$ cat src/rtl/jtframe_rom_pkg.sv
// Shared types and helpers for the parametrised SDRAM ROM arbiter:
// FSM state, field widths and the tag / lane-select arithmetic used by every slot.
package jtframe_rom_pkg;

    localparam int FIELD_W  = 8;
    localparam int OFFSET_W = 22;
    localparam int ADDR_W   = 22;
    localparam int DATA_W   = 32;

    typedef enum logic [1:0] {
        ST_IDLE = 2'd0,
        ST_REQ  = 2'd1,
        ST_WAIT = 2'd2
    } rom_state_e;

    // Index of the 32-bit word holding addr; bits at or above aw are ignored.
    function automatic logic [ADDR_W-1:0] addr_tag(
        input logic [ADDR_W-1:0] addr,
        input int                aw,
        input int                dw
    );
        logic [ADDR_W-1:0] masked;
        masked = '0;
        for (int b = 0; b < ADDR_W; b++) begin
            masked[b] = (b < aw) ? addr[b] : 1'b0;
        end
        case (dw)
            8:       addr_tag = masked >> 2;
            16:      addr_tag = masked >> 1;
            default: addr_tag = masked;
        endcase
    endfunction

    // Picks the byte / half-word / word addressed by the low address bits.
    function automatic logic [DATA_W-1:0] lane_sel(
        input logic [DATA_W-1:0] word,
        input logic [1:0]        low,
        input int                dw
    );
        case (dw)
            8:       lane_sel = {24'd0, word[{low, 3'b000} +: 8]};
            16:      lane_sel = {16'd0, word[{low[0], 4'b0000} +: 16]};
            default: lane_sel = word;
        endcase
    endfunction

endpackage

$ cat src/rtl/jtframe_rom_slot.sv
// One client slot: a single cached 32-bit word with its tag, plus the hit,
// miss and data-lane logic seen by the client.
module jtframe_rom_slot
    import jtframe_rom_pkg::*;
#(
    parameter int                  AW     = 18,
    parameter int                  DW     = 8,
    parameter logic [OFFSET_W-1:0] OFFSET = '0
)(
    input  logic              clk,
    input  logic              rst,
    input  logic              flush,
    input  logic              cs,
    input  logic [ADDR_W-1:0] addr,
    input  logic              wr,
    input  logic [ADDR_W-1:0] wr_tag,
    input  logic [DATA_W-1:0] wr_data,
    output logic              ok,
    output logic              miss,
    output logic [DATA_W-1:0] dout,
    output logic [ADDR_W-1:0] fetch_tag,
    output logic [ADDR_W-1:0] fetch_addr
);

    logic              valid_q, valid_d;
    logic [ADDR_W-1:0] tag_q, tag_d;
    logic [DATA_W-1:0] data_q, data_d;
    logic              hit;

    assign fetch_tag  = addr_tag(addr, AW, DW);
    // Word address in 16-bit SDRAM units, wrapping at 22 bits.
    assign fetch_addr = OFFSET + {fetch_tag[ADDR_W-2:0], 1'b0};

    assign hit  = cs & valid_q & (tag_q == fetch_tag) & ~flush;
    assign miss = cs & ~hit & ~flush;
    assign ok   = hit;
    assign dout = lane_sel(data_q, addr[1:0], DW);

    always_comb begin
        valid_d = valid_q;
        tag_d   = tag_q;
        data_d  = data_q;
        if (flush) begin
            valid_d = 1'b0;
        end else if (wr) begin
            valid_d = 1'b1;
            tag_d   = wr_tag;
            data_d  = wr_data;
        end
    end

    always_ff @(posedge clk) begin
        if (rst) begin
            valid_q <= 1'b0;
            tag_q   <= '0;
            data_q  <= '0;
        end else begin
            valid_q <= valid_d;
            tag_q   <= tag_d;
            data_q  <= data_d;
        end
    end

endmodule

$ cat src/rtl/jtframe_rom_nslot.sv
// NSLOT-client ROM arbiter over one 32-bit SDRAM read port.
// Define JTFRAME_ROM_RR_EN for round-robin arbitration; otherwise lowest index wins.
module jtframe_rom_nslot
    import jtframe_rom_pkg::*;
#(
    parameter int                     NSLOT       = 4,
    parameter logic [16*FIELD_W-1:0]  SLOT_AW     = {16{8'd18}},
    parameter logic [16*FIELD_W-1:0]  SLOT_DW     = {16{8'd8}},
    parameter logic [16*OFFSET_W-1:0] SLOT_OFFSET = '0
)(
    input  logic                    clk,
    input  logic                    rst,
    input  logic                    vblank,
    input  logic                    downloading,
    input  logic                    loop_rst,
    input  logic [NSLOT-1:0]        slot_cs,
    input  logic [NSLOT*ADDR_W-1:0] slot_addr,
    output logic [NSLOT-1:0]        slot_ok,
    output logic [NSLOT*DATA_W-1:0] slot_dout,
    output logic                    sdram_req,
    input  logic                    sdram_ack,
    input  logic                    data_rdy,
    output logic [ADDR_W-1:0]       sdram_addr,
    input  logic [DATA_W-1:0]       data_read,
    output logic                    refresh_en
);

    localparam int SW = (NSLOT > 1) ? $clog2(NSLOT) : 1;

    rom_state_e        state_q, state_d;
    logic [SW-1:0]     winner_q, winner_d;
    logic [ADDR_W-1:0] addr_q, addr_d;
    logic [ADDR_W-1:0] tag_q, tag_d;
`ifdef JTFRAME_ROM_RR_EN
    logic [SW-1:0]     last_q, last_d;
`endif

    logic              flush;
    logic              wr_en;
    logic              any_miss;
    logic [SW-1:0]     pick;
    logic [SW-1:0]     idx;
    logic [NSLOT-1:0]  miss_vec;
    logic [NSLOT-1:0]  wr_vec;
    logic [ADDR_W-1:0] fetch_tag  [NSLOT];
    logic [ADDR_W-1:0] fetch_addr [NSLOT];
    logic              unused_vblank;

    assign unused_vblank = vblank;

    // Reset is folded in so outputs sit at their idle values while it is held.
    assign flush    = rst | downloading | loop_rst;
    assign any_miss = |miss_vec;

    genvar gi;
    generate
        for (gi = 0; gi < NSLOT; gi++) begin : g_slot
            assign wr_vec[gi] = wr_en & (winner_q == SW'(gi));

            jtframe_rom_slot #(
                .AW     (int'(SLOT_AW[gi*FIELD_W +: FIELD_W])),
                .DW     (int'(SLOT_DW[gi*FIELD_W +: FIELD_W])),
                .OFFSET (SLOT_OFFSET[gi*OFFSET_W +: OFFSET_W])
            ) u_slot (
                .clk        (clk),
                .rst        (rst),
                .flush      (flush),
                .cs         (slot_cs[gi]),
                .addr       (slot_addr[gi*ADDR_W +: ADDR_W]),
                .wr         (wr_vec[gi]),
                .wr_tag     (tag_q),
                .wr_data    (data_read),
                .ok         (slot_ok[gi]),
                .miss       (miss_vec[gi]),
                .dout       (slot_dout[gi*DATA_W +: DATA_W]),
                .fetch_tag  (fetch_tag[gi]),
                .fetch_addr (fetch_addr[gi])
            );
        end
    endgenerate

    // Descending scan so the candidate closest to the search start wins.
    always_comb begin
        pick = '0;
        idx  = '0;
        for (int k = NSLOT - 1; k >= 0; k--) begin
`ifdef JTFRAME_ROM_RR_EN
            idx = SW'((int'(last_q) + 1 + k) % NSLOT);
`else
            idx = SW'(k);
`endif
            if (miss_vec[idx]) begin
                pick = idx;
            end
        end
    end

    always_comb begin
        state_d  = state_q;
        winner_d = winner_q;
        addr_d   = addr_q;
        tag_d    = tag_q;
        wr_en    = 1'b0;
`ifdef JTFRAME_ROM_RR_EN
        last_d   = last_q;
`endif
        if (flush) begin
            state_d = ST_IDLE;
        end else begin
            case (state_q)
                ST_IDLE: begin
                    if (any_miss) begin
                        winner_d = pick;
                        addr_d   = fetch_addr[pick];
                        tag_d    = fetch_tag[pick];
                        state_d  = ST_REQ;
`ifdef JTFRAME_ROM_RR_EN
                        last_d   = pick;
`endif
                    end
                end
                ST_REQ: begin
                    // A data strobe coinciding with the ack completes the fetch at once.
                    if (sdram_ack) begin
                        if (data_rdy) begin
                            wr_en   = 1'b1;
                            state_d = ST_IDLE;
                        end else begin
                            state_d = ST_WAIT;
                        end
                    end
                end
                ST_WAIT: begin
                    if (data_rdy) begin
                        wr_en   = 1'b1;
                        state_d = ST_IDLE;
                    end
                end
                default: state_d = ST_IDLE;
            endcase
        end
    end

    always_ff @(posedge clk) begin
        if (rst) begin
            state_q  <= ST_IDLE;
            winner_q <= '0;
            addr_q   <= '0;
            tag_q    <= '0;
`ifdef JTFRAME_ROM_RR_EN
            last_q   <= SW'(NSLOT - 1);
`endif
        end else begin
            state_q  <= state_d;
            winner_q <= winner_d;
            addr_q   <= addr_d;
            tag_q    <= tag_d;
`ifdef JTFRAME_ROM_RR_EN
            last_q   <= last_d;
`endif
        end
    end

    assign sdram_req  = (state_q == ST_REQ) & ~flush;
    assign sdram_addr = addr_q;
    assign refresh_en = flush | ((state_q == ST_IDLE) & ~any_miss);

endmodule

$ cat config.mk
export PLATFORM = sky130hd
export DESIGN_NAME = jtframe_rom_nslot
export DESIGN_NICKNAME = d
export VERILOG_FILES = /design/src/rtl/jtframe_rom_pkg.sv /design/src/rtl/jtframe_rom_slot.sv /design/src/rtl/jtframe_rom_nslot.sv
export SDC_FILE = /design/constraint.sdc
export NUM_CORES = 1
export LEC_CHECK = 0
export CAP_MARGIN = 10
export CORE_ASPECT_RATIO = 1.5
export CORE_MARGIN = 2
export CORE_UTILIZATION = 45
export CTS_CLUSTER_DIAMETER = 150
export DETAILED_ROUTE_END_ITERATION = 7
export PLACE_DENSITY = 0.83
export SLEW_MARGIN = 20
export SYNTH_ARGS = -nofsm -noshare
export SYNTH_HDL_FRONTEND = slang
export SYNTH_SLANG_ARGS = --single-unit
export TNS_END_PERCENT = 100
$ cat constraint.sdc
create_clock -name clk -period 4.5 [get_ports clk]
set_input_delay 1.125 -clock clk [delete_from_list [all_inputs] [get_ports clk]]
set_output_delay 1.125 -clock clk [all_outputs]
set_load 0.01 [all_outputs]
==> qor.csv <==
stage;metric;value;unit
yosys;synth.largest_area_cell;dfxtp_1;
sta;tightest_slew;0.9658;ns
cells_and_area;syn2layout_area_growth;24.81;%
clock_tree;postCtsHoldBufs;0;
die;coreArea;22970;sq um
die;die_area;24620;sq um
pwr;peakVddDrop;317.1;uV
route;firstDrtPassIters;4;
yosys;synth_area;10510;sq um
route;routedWlPerCell;19.12;um
clock_tree;cts_made_buffers;22;
yosys;yosys-top-cells-area;dfxtp_1, nand2_1, a21oi_1;
cells_and_area;final_util;57.10;%
clock_tree;clock_latency;0.51;ns
yosys;synth_top_area_share;41.15;%
global_route;antenna_found_initial;0;
pwr;swShare;23.53;%
clock_tree;clockRootBuffer;clkbuf_16;
sta;finalMaxSlewViolations;0;
global_route;grt_usage;26.16;%
sta;fmax;225.8;MHz
clock_tree;cts.sinks;216;
critical_path;cp_slowest_cell;clkdlybuf4s50_1;
global_route;grt_first_pass_wirelength;48760;um
yosys;ys_ff_latch;216;
cells_and_area;drive_gt1_share;13.77;%
sta;relSlewSlack;35.61;%
run;cap_violations;0;
cells_and_area;multiInputGateArea;5426;sq um
critical_path;worst-path-max-fanout;2;
pwr;p_switching;1.024;mW
global_route;overflow;0;
sta;fin_ws;0.07150;ns
pwr;p_leak;4.734;nW
clock_tree;ctsLongestPathBuffers;3;
yosys;synthDistinctLibCells;57;
die;rows;68;
yosys;ys_seq_area_share;41.15;%
worst_hold_path;min_to;g_slot[1].u_slot.data_q[19];
global_route;grt_pass1_vias;8974;
critical_path;worstPathArrival;3.30;ns
critical_path;crit_buf_inv;2;
sta;fin_crit;4.428;ns
cells_and_area;num-nets-final;1563;
placed_design;pre_cts_slack;-0.1717;ns
critical_path;r2r_start;g_slot[1].u_slot.tag_q[2];
cells_and_area;fin_cells;1725;
critical_path;rr_worst_depth;10;
placed_design;post-dp-hpwl;23200;um
critical_path;critPathLaunch;slot_addr[54];
critical_path;crit_chain;clkdlybuf4s50_1 -> xor2_1 -> nor4_2 -> nand4bb_1 -> o211ai_2 -> and2_4 -> nand3_1 -> nand2_2 -> dlygate4sd2_1;
worst_hold_path;hold_path_class;reg -> reg;
pwr;clkPwrFrac;46.4;%
die;io_pins;287;
route;detail-route-antenna-nets;0;
route;routed_wl;32980;um
sta;setup_viol;0;
global_route;grt_start_max_net_pins;115;
sta;fin_skew;0.01014;ns
run_status;status;finished, final reports clean;
yosys;async_reset_ff_share;0;%
die;die_x;128.8;um
placed_design;globalplace.congestion;0.9181;
critical_path;worstSetupEndpointType;output pin;
yosys;synthFlopType;dfxtp_1;
clock_tree;tritoncts;built;
worst_hold_path;hold_start;g_slot[1].u_slot.data_q[19];
placed_design;numPortBuffers;167;
pwr;comb_power_share;9.3;%
yosys;synth_cells;1260;
clock_tree;cts.clk_slew.worst_paths;0.05;ns
placed_design;dp_cells;1679;
sta;fin_crit_sh;98.41;%
route;viasPerCell;5.472;
yosys;ys.warnings.count;0;
critical_path;path_delay_family;simple AND/OR/NAND/NOR gates;
cells_and_area;register_area;4324;sq um
yosys;postSynthAreaPerCell;8.340;sq um
worst_hold_path;min_path_cells;2;
clock_tree;htree_levels;1;
pwr;p_per_area;331.7;nW/um^2
critical_path;crit_required;3.38;ns
critical_path;ff2ff_setup_slack;1.71;ns
pwr;internal_power;3.327;mW
route;drtIter0Drc;784;
yosys;ys_top_cells_by_count;nand2_1, dfxtp_1, a21oi_1, buf_4, clkbuf_1;
critical_path;worstSetupPathType;in -> out;
yosys;synthMostInstantiatedCell;nand2_1;
critical_path;r2r-end;tag_q[0];
yosys;synth_edf_count;0;
die;start_util;45.75;%
route;vias;9439;
cells_and_area;diodes;0;
route;drc_errors;0;
cells_and_area;n_fill_cell;1982;
critical_path;cpPeakStageDelay;0.47;ns
critical_path;critPathLaunchType;input port;
sta;hold_ws;0.4523;ns
sta;hold_violations;0;
pwr;p_seq_share;44.4;%
die;die_height;191.2;um
-- worst max-delay path by stage --
stage                      end  slack (ns)  depth (start not counted)
floorplan           refresh_en        0.97                          7
global placement    refresh_en       -0.16                          9
detailed placement  refresh_en       -0.17                          9
CTS                 slot_ok[3]        0.02                          8
global route        refresh_en      -0.002                         10
finish              refresh_en        0.07                          9
-- cell type report --
class	instances	area share (%)
inverter	4	0.1145
clock inverter	11	1.288
timing repair buffer	234	16.72
sequential	216	32.97
tap	280	2.671
clock buffer	29	4.865
multi-input combinational	951	41.37
-- tightest hold or removal path: stages (launching register included) --
cell	delay, ns
dfxtp_1	0.30
nand2_1	0.05
a21oi_1	0.05
-- metrics by stage --
| stage | cell area [sq um] | power (mW) | setup TNS [ns] |
|---|---|---|---|
| 2_1_floorplan | 10890 | 2.199 | 0 |
| 3_3_place_gp | 12240 | 2.363 | -0.1695 |
| 3_5_place_dp | 12240 | 2.366 | -0.2017 |
| 4_1_cts | 13070 | 4.361 | 0 |
| 5_1_grt | 13120 | 4.460 | -0.001568 |
| 6_report | 13120 | 4.351 | 0 |
-- cells in the final DEF (no fill, tap or decap), drive strengths merged, types with 5 or more instances in the layout --
| master | n |
|---|---|
| a21oi | 207 |
| a32o | 13 |
| and3 | 5 |
| buf | 68 |
| clkbuf | 29 |
| clkdlybuf4s50 | 161 |
| conb | 102 |
| dfxtp | 216 |
| inv | 5 |
| mux2i | 8 |
| mux4 | 32 |
| nand2 | 404 |
| nand2b | 6 |
| nor2 | 20 |
| nor3 | 15 |
| nor4 | 11 |
| o22a | 12 |
| or2 | 7 |
| xnor2 | 23 |
| xor2 | 38 |
-- metal layers --
metal	track usage, %	wire, um
met2	46.87	16600
met5	0	0
met3	3.163	2420
met4	19.65	2881
met1	27.64	11080
-- repair_timing --
action	4_1_cts	5_1_grt
resized for setup	2	7
endpoints found under the setup margin	2	4
setup buffers	4	2
pin swaps	4	4
-- flip-flops by register name, indices dropped and copies added (netlist names) --
register / count
g_slot.u_slot.data_q: 128
tag_q: 16
winner_q: 2
state_q: 2
g_slot.u_slot.tag_q: 64
g_slot.u_slot.valid_q: 4
-- logic make-up (layout without fill, tap and decap cells) --
logic type	Yosys count	count (layout)	share of synthesized area (%)
mux	40	40	7.620
compound gates	256	256	14.75
fa+ha+maj	3	3	0.3572
xor+xnor	61	61	5.084
buf+inv	194	278	11.20
flops	216	216	41.15
other cells	1	102	0.03568
simple gates	489	489	19.80
-- power groups by stage --
stage	combinational, mW	clock [mW]	sequential (mW)
2_1_floorplan	0.233	0	1.97
3_3_place_gp	0.391	0	1.97
3_5_place_dp	0.393	0	1.97
4_1_cts	0.397	2.04	1.93
5_1_grt	0.426	2.11	1.93
6_report	0.404	2.02	1.93
Note: power is estimated with default switching activity, not from simulation.
